### src/rtl/uart_pkg.sv
// Shared types and helpers for the UART transmitter.
package uart_pkg;

    typedef enum logic [1:0] {
        IDLE  = 2'd0,
        START = 2'd1,
        DATA  = 2'd2,
        STOP  = 2'd3
    } tx_state_e;

    function automatic int unsigned baud_cnt_max(input int unsigned clk_freq,
                                                 input int unsigned baud_rate);
        return clk_freq / baud_rate;
    endfunction

    // Counter must hold 0..max-1; never narrower than one bit.
    function automatic int unsigned baud_cnt_w(input int unsigned max_cnt);
        return (max_cnt < 2) ? 1 : $clog2(max_cnt);
    endfunction

endpackage

### src/rtl/uart_tx_if.sv
// Byte write strobe and serial line status between controller and transmitter.
interface uart_tx_if;
    logic [7:0] tx_data;
    logic       tx_en;
    logic       tx;
    logic       tx_busy;
    logic       tx_overflow;

    modport master (output tx_data, tx_en, input tx, tx_busy, tx_overflow);
    modport slave  (input tx_data, tx_en, output tx, tx_busy, tx_overflow);
endinterface

### src/rtl/uart_tx_fifo.sv
// Synchronous byte FIFO; a push while full is accepted only if a pop happens in the same cycle.
module uart_tx_fifo #(
    parameter int unsigned DEPTH = 4
) (
    input  logic       sys_clk,
    input  logic       rst_n,
    input  logic       push,
    input  logic [7:0] wdata,
    input  logic       pop,
    output logic [7:0] rdata_c,
    output logic       full_c,
    output logic       empty_c
);
    localparam int unsigned AW = $clog2(DEPTH);
    localparam int unsigned PW = AW + 1;

    logic [7:0]    mem [DEPTH];
    logic [PW-1:0] wr_ptr;
    logic [PW-1:0] rd_ptr;
    logic          do_push;
    logic          do_pop;

    assign empty_c = (wr_ptr == rd_ptr);
    assign full_c  = (wr_ptr[PW-1] != rd_ptr[PW-1]) && (wr_ptr[AW-1:0] == rd_ptr[AW-1:0]);
    assign rdata_c = mem[rd_ptr[AW-1:0]];
    assign do_pop  = pop && !empty_c;
    assign do_push = push && (!full_c || do_pop);

    always_ff @(posedge sys_clk or negedge rst_n) begin
        if (!rst_n) begin
            wr_ptr <= '0;
            rd_ptr <= '0;
        end else begin
            if (do_push) wr_ptr <= wr_ptr + PW'(1);
            if (do_pop)  rd_ptr <= rd_ptr + PW'(1);
        end
    end

    always_ff @(posedge sys_clk) begin
        if (do_push) mem[wr_ptr[AW-1:0]] <= wdata;
    end

endmodule

### src/rtl/uart_tx.sv
// 8N1 UART transmitter with a small byte FIFO absorbing write bursts.
module uart_tx
    import uart_pkg::*;
#(
    parameter int unsigned CLK_FREQ   = 50_000_000,
    parameter int unsigned BAUD_RATE  = 9600,
    parameter int unsigned FIFO_DEPTH = 4
) (
    input  logic sys_clk,
    input  logic rst_n,
    uart_tx_if.slave bus
);
    localparam int unsigned BAUD_MAX = baud_cnt_max(CLK_FREQ, BAUD_RATE);
    localparam int unsigned BW       = baud_cnt_w(BAUD_MAX);

    tx_state_e     state_q, state_d;
    logic [BW-1:0] baud_q, baud_d;
    logic [2:0]    bit_q, bit_d;
    logic [7:0]    shift_q, shift_d;
    logic          tx_q, tx_d;
    logic          busy_q, busy_d;
    logic          ovf_q, ovf_d;
    logic          pop_c;
    logic          push_ok_c;
    logic          baud_last_c;
    logic [7:0]    fifo_rdata_c;
    logic          fifo_full_c;
    logic          fifo_empty_c;

    uart_tx_fifo #(.DEPTH(FIFO_DEPTH)) u_fifo (
        .sys_clk (sys_clk),
        .rst_n   (rst_n),
        .push    (bus.tx_en),
        .wdata   (bus.tx_data),
        .pop     (pop_c),
        .rdata_c (fifo_rdata_c),
        .full_c  (fifo_full_c),
        .empty_c (fifo_empty_c)
    );

    assign baud_last_c = (baud_q == BW'(BAUD_MAX - 1));
    assign push_ok_c   = bus.tx_en && (!fifo_full_c || pop_c);

    // tx_d is the line value for the next cycle, so the pin is a plain flop.
    always_comb begin
        state_d = state_q;
        baud_d  = baud_q + BW'(1);
        bit_d   = bit_q;
        shift_d = shift_q;
        tx_d    = tx_q;
        pop_c   = 1'b0;
        case (state_q)
            IDLE: begin
                baud_d = '0;
                tx_d   = 1'b1;
                if (!fifo_empty_c) begin
                    pop_c   = 1'b1;
                    shift_d = fifo_rdata_c;
                    bit_d   = 3'd0;
                    state_d = START;
                    tx_d    = 1'b0;
                end
            end
            START: begin
                if (baud_last_c) begin
                    baud_d  = '0;
                    state_d = DATA;
                    tx_d    = shift_q[0];
                end
            end
            DATA: begin
                if (baud_last_c) begin
                    baud_d  = '0;
                    shift_d = shift_q >> 1;
                    bit_d   = bit_q + 3'd1;
                    if (bit_q == 3'd7) begin
                        state_d = STOP;
                        tx_d    = 1'b1;
                    end else begin
                        tx_d    = shift_q[1];
                    end
                end
            end
            STOP: begin
                if (baud_last_c) begin
                    baud_d  = '0;
                    state_d = IDLE;
                    tx_d    = 1'b1;
                end
            end
            default: state_d = IDLE;
        endcase
        busy_d = (state_d != IDLE) || !fifo_empty_c || push_ok_c;
        ovf_d  = ovf_q || (bus.tx_en && fifo_full_c && !pop_c);
    end

    always_ff @(posedge sys_clk or negedge rst_n) begin
        if (!rst_n) begin
            state_q <= IDLE;
            baud_q  <= '0;
            bit_q   <= '0;
            shift_q <= '0;
            tx_q    <= 1'b1;
            busy_q  <= 1'b0;
            ovf_q   <= 1'b0;
        end else begin
            state_q <= state_d;
            baud_q  <= baud_d;
            bit_q   <= bit_d;
            shift_q <= shift_d;
            tx_q    <= tx_d;
            busy_q  <= busy_d;
            ovf_q   <= ovf_d;
        end
    end

    assign bus.tx          = tx_q;
    assign bus.tx_busy     = busy_q;
    assign bus.tx_overflow = ovf_q;

endmodule

### src/flat_wrapper.sv
// flat-port wrapper written by rule: the top's interface ports become plain ports
module uart_tx_flat import uart_pkg::*;
#(
    parameter int unsigned CLK_FREQ   = 50_000_000,
    parameter int unsigned BAUD_RATE  = 9600,
    parameter int unsigned FIFO_DEPTH = 4
)
  (sys_clk, rst_n, bus_tx_data, bus_tx_en, bus_tx, bus_tx_busy, bus_tx_overflow);
  uart_tx_if bus_i ();
  input  logic sys_clk;
  input  logic rst_n;
  input wire logic [$bits(bus_i.tx_data)-1:0] bus_tx_data;
  input wire logic [$bits(bus_i.tx_en)-1:0] bus_tx_en;
  output wire logic [$bits(bus_i.tx)-1:0] bus_tx;
  output wire logic [$bits(bus_i.tx_busy)-1:0] bus_tx_busy;
  output wire logic [$bits(bus_i.tx_overflow)-1:0] bus_tx_overflow;
  assign bus_i.tx_data = bus_tx_data;
  assign bus_i.tx_en = bus_tx_en;
  assign bus_tx = bus_i.tx;
  assign bus_tx_busy = bus_i.tx_busy;
  assign bus_tx_overflow = bus_i.tx_overflow;
  uart_tx #(.CLK_FREQ(CLK_FREQ), .BAUD_RATE(BAUD_RATE), .FIFO_DEPTH(FIFO_DEPTH)) u_core (.sys_clk(sys_clk), .rst_n(rst_n), .bus(bus_i));
endmodule
### config.mk
export PLATFORM = sky130hd
export DESIGN_NAME = uart_tx_flat
export DESIGN_NICKNAME = d
export VERILOG_FILES = /design/src/rtl/uart_pkg.sv /design/src/rtl/uart_tx_if.sv /design/src/rtl/uart_tx_fifo.sv /design/src/rtl/uart_tx.sv /design/src/flat_wrapper.sv
export SDC_FILE = /design/constraint.sdc
export NUM_CORES = 1
export LEC_CHECK = 0
export ABC_AREA = 1
export BUFFER_PORTS_ARGS = -buffer_cell sky130_fd_sc_hd__buf_4
export CAP_MARGIN = 0
export CORE_ASPECT_RATIO = 0.9
export CORE_MARGIN = 3
export CORE_UTILIZATION = 52
export DETAILED_ROUTE_END_ITERATION = 10
export PLACE_DENSITY = 0.72
export SYNTH_ARGS = -nofsm -noshare
export SYNTH_HDL_FRONTEND = slang
export SYNTH_SLANG_ARGS = --single-unit
### constraint.sdc
create_clock -name sys_clk -period 5.1 [get_ports sys_clk]
set_input_delay 1.02 -clock sys_clk [delete_from_list [all_inputs] [get_ports sys_clk]]
set_output_delay 1.02 -clock sys_clk [all_outputs]
set_load 0.03 [all_outputs]
==> results.md <==
* Pre-CTS WS at 2.949 ns
* CP Launch Point: u_core.u_fifo.rd_ptr[0]
* Peak ir drop on the vdd network at 0.4217 mV
* Slowest CP cell: dfrtp_1
* CTS Root Cell: clkbuf_8
* Post-CTS setup buffer count at 0
* Die area at 0.007284 mm²
* Clk sink count at 67
* Total routed wirelength at 6281 µm
* Yosys warns at 0
* Simple-gate share of the synthesized area at 30.62%
* Slew Limit Fails at 0
* Total power at 1.845 mW
* Worst path bufs/invs at 0
* Antenna viol nets, final at 0
* Tot GR Track Use at 19.46%
* Maximum clock path buffer count at 2
* Post_cts resized at 0
* First-pass GRT wire length at 10380 µm
* Reg-to-Reg Start: u_core.u_fifo.rd_ptr[0]
* CP top delay family: simple AND/OR/NAND/NOR gates
* Synth Area in Compound Gates at 1.835%
* Drt first pass iters at 4
* Row count at 26
* F_max at 470.3 MHz
* DR vias at 2327
* Register area at 0.001838 mm²
* TritonCTS buffer count at 9
* Initial antenna violation count at 0
* CORE AREA at 0.005888 mm²
* WL/cell at 13.68 µm
* Part of the Yosys area used for sequential elements at 56.15%
* Min cycle time layout at 2.126 ns
* Startpoint types: register
* Hold-fix buffers, CTS at 0
* Post-Layout Inst Area at 0.003608 mm²
* Worst path max stage delay at 0.75 ns
* CP Depth at 4
* Required time worst endpoint at 5.08 ns
* Syn Area/Cell at 9.299 µm²
* Initial core utilization at 55.59%
* Mapped Cells at 352
* Vias/cell at 5.070
* Status: completed
* Htree depth at 3
* Pwr dens at 511.3 mW/mm²
* GRT overflow at 0
* Syn Nets at 371
* Most common flop cell mapped by yosys: dfrtp_1
* Vias in the first global route at 2216
* Fin. Hold Viols at 0
* RR Endpoint: u_core.u_fifo.mem[0][6]
* Detailed Route Iter0 Violations at 124
* Post-synthesis mux area share at 0%
* R2r setup slk at 2.97 ns
* CTS tree: yes
* Worst setup EP type: register
* Clk_lat worst skew at 0.34 ns
* Area Overhead vs Synth at 10.24%
* Number of flops mapped to enable cells by yosys at 32
* Hold Path Class: reg -> reg
* Worst path arrival time at 2.11 ns
* # port buffers at 13
* Worst-path cell chain: xnor2_2 > nand3_1 > nand2_2 > nor2_1
* Final period utilization at 41.69%
* HP Start: u_core.bus.tx
* Adder-cell share of the synthesized area at 3.058%
* Share of cells above drive strength 1 at 16.27%
* Synth top area share at 29.36%
* Placed inst area at 0.003416 mm²
* #FFs+latches synth at 67
* Setup TNS Final at 0 ns
* Area of the multi-input gates at 0.001231 mm²
* Ant. Diodes at 0
* Post-Synth XOR/XNOR Area at 2.102%
* Die H at 81.27 µm
* CTS clk-pin slew, worst paths at 0.07 ns
* RSZ-0062 raised after global routing: no
* Tightest Pin Transition at 0.6290 ns
* Synth cell types at 33
* Reg2Reg Depth at 4
* Post-synth ARST share at 52.24%
* Top post-synthesis cells by area: edfxtp_1, dfrtp_1, nand2_1, nand3_1, nor2_1
* Post-Route Skew at 0.005833 ns
* Detailed-route DRC error count at 0
* Crit path to: u_core.u_fifo.mem[0][6]
* Post-DP HPWL at 4470 µm
* Leakage at 1.658 nW
* Layout filler cell count at 520
* # setup viols final at 0
* Nets@finish at 389
* Worst-path fanout max at 19
* Yosys top cell by area: edfxtp_1
* Largest net degree at the start of global routing at 36
* Setup CP Type: reg -> reg
* Gpl congestion at 0.8635
* Die width at 89.63 µm
* Hold Path Depth at 2
* Netlist Area Pre-Place at 0.003273 mm²
* # IOs at 14
* Worst rel slew slack at 58.07%
* Max-cap violations at 0
* Largest family of logic cells by synthesized area: simple AND/OR/NAND/NOR gates
* Final worst setup slack at 2.974 ns
* Post-layout utilization of the core at 61.28%
stage by stage:
step	std cells	hold WS [ns]
after detailed placement	443	0.4601
after CTS	459	0.4708
after global placement	443	0.4573
final	459	0.4713
after global routing	459	0.5015
after floorplan	352	0.4798
worst min-delay path by stage:
stage / endpoint
floorplan: u_core.shift_q[7]
global placement: u_core.bus.tx
detailed placement: u_core.bus.tx
CTS: u_core.bus.tx
global route: u_core.bus.tx
finish: u_core.bus.tx
cells by family after synthesis:
family,Yosys count
XOR/XNOR,7
flip-flops,67
buffers and inverters,43
AO/OA/AOI/OAI,11
AND/OR/NAND/NOR,216
adder cells (fa/ha/maj),8
Yosys cell counts (2+ instances only):
cell type,number
a21oi_1,3
buf_2,2
buf_6,2
dfrtp_1,34
edfxtp_1,32
ha_1,8
inv_1,28
inv_2,7
nand2_1,112
nand2_2,7
nand3_1,34
nand3_2,11
nand4_1,2
nor2_1,35
nor2_4,2
nor3_1,8
o21ai_0,3
o21ai_1,2
o22ai_1,2
xnor2_1,2
xor2_1,4
sequential cells by signal (all words and copies together), names as in the netlist:
signal	cells
u_core.bus.tx	1
u_core.state_q	2
u_core.u_fifo.rd_ptr	3
u_core.shift_q	8
u_core.bus.tx_busy	1
u_core.bus.tx_overflow	1
u_core.u_fifo.mem	32
u_core.bit_q	3
u_core.u_fifo.wr_ptr	3
u_core.baud_q	13
power breakdown:
group | total [mW] | leakage (nW) | internal [mW] | switching (mW)
Sequential | 0.839 | 0.733 | 0.715 | 0.123
Combinational | 0.580 | 0.827 | 0.210 | 0.370
Clock | 0.426 | 0.0983 | 0.227 | 0.199
Total | 1.85 | 1.66 | 1.15 | 0.693
routing by layer:
layer  routed length (µm)  track usage [%]
met3                  349            6.389
met5                    0                0
met1                 2944            25.67
met2                 2860            29.82
met4                  126            7.292
cell type report:
class,instances,area share [%]
Sequential cell,67,50.94
Multi-Input combinational cell,242,34.12
Inverter,37,3.988
Clock buffer,10,3.537
Tap cell,84,2.913
Timing Repair Buffer,13,2.705
Clock inverter,6,1.803
cell usage in the layout (no fill, tap or decap), types with 2 or more instances in the layout:
cell type / n
nand2_1: 112
nor2_1: 35
nand3_1: 34
dfrtp_1: 34
edfxtp_1: 32
inv_1: 28
buf_4: 13
nand3_2: 11
clkbuf_8: 9
nor3_1: 8
ha_1: 8
nand2_2: 7
inv_2: 7
xor2_1: 4
a21oi_1: 3
o21ai_0: 3
clkinv_1: 2
nor2_4: 2
inv_6: 2
nand4_1: 2
o22ai_1: 2
xnor2_1: 2
o21ai_1: 2
clkinv_4: 2
tightest hold or removal path, stage by stage (launching register included):
cell and delay, ns:
dfstp_2 0.37, nand2_1 0.05, nand2_1 0.05
No activity file was read; power rests on OpenSTA's default activity.
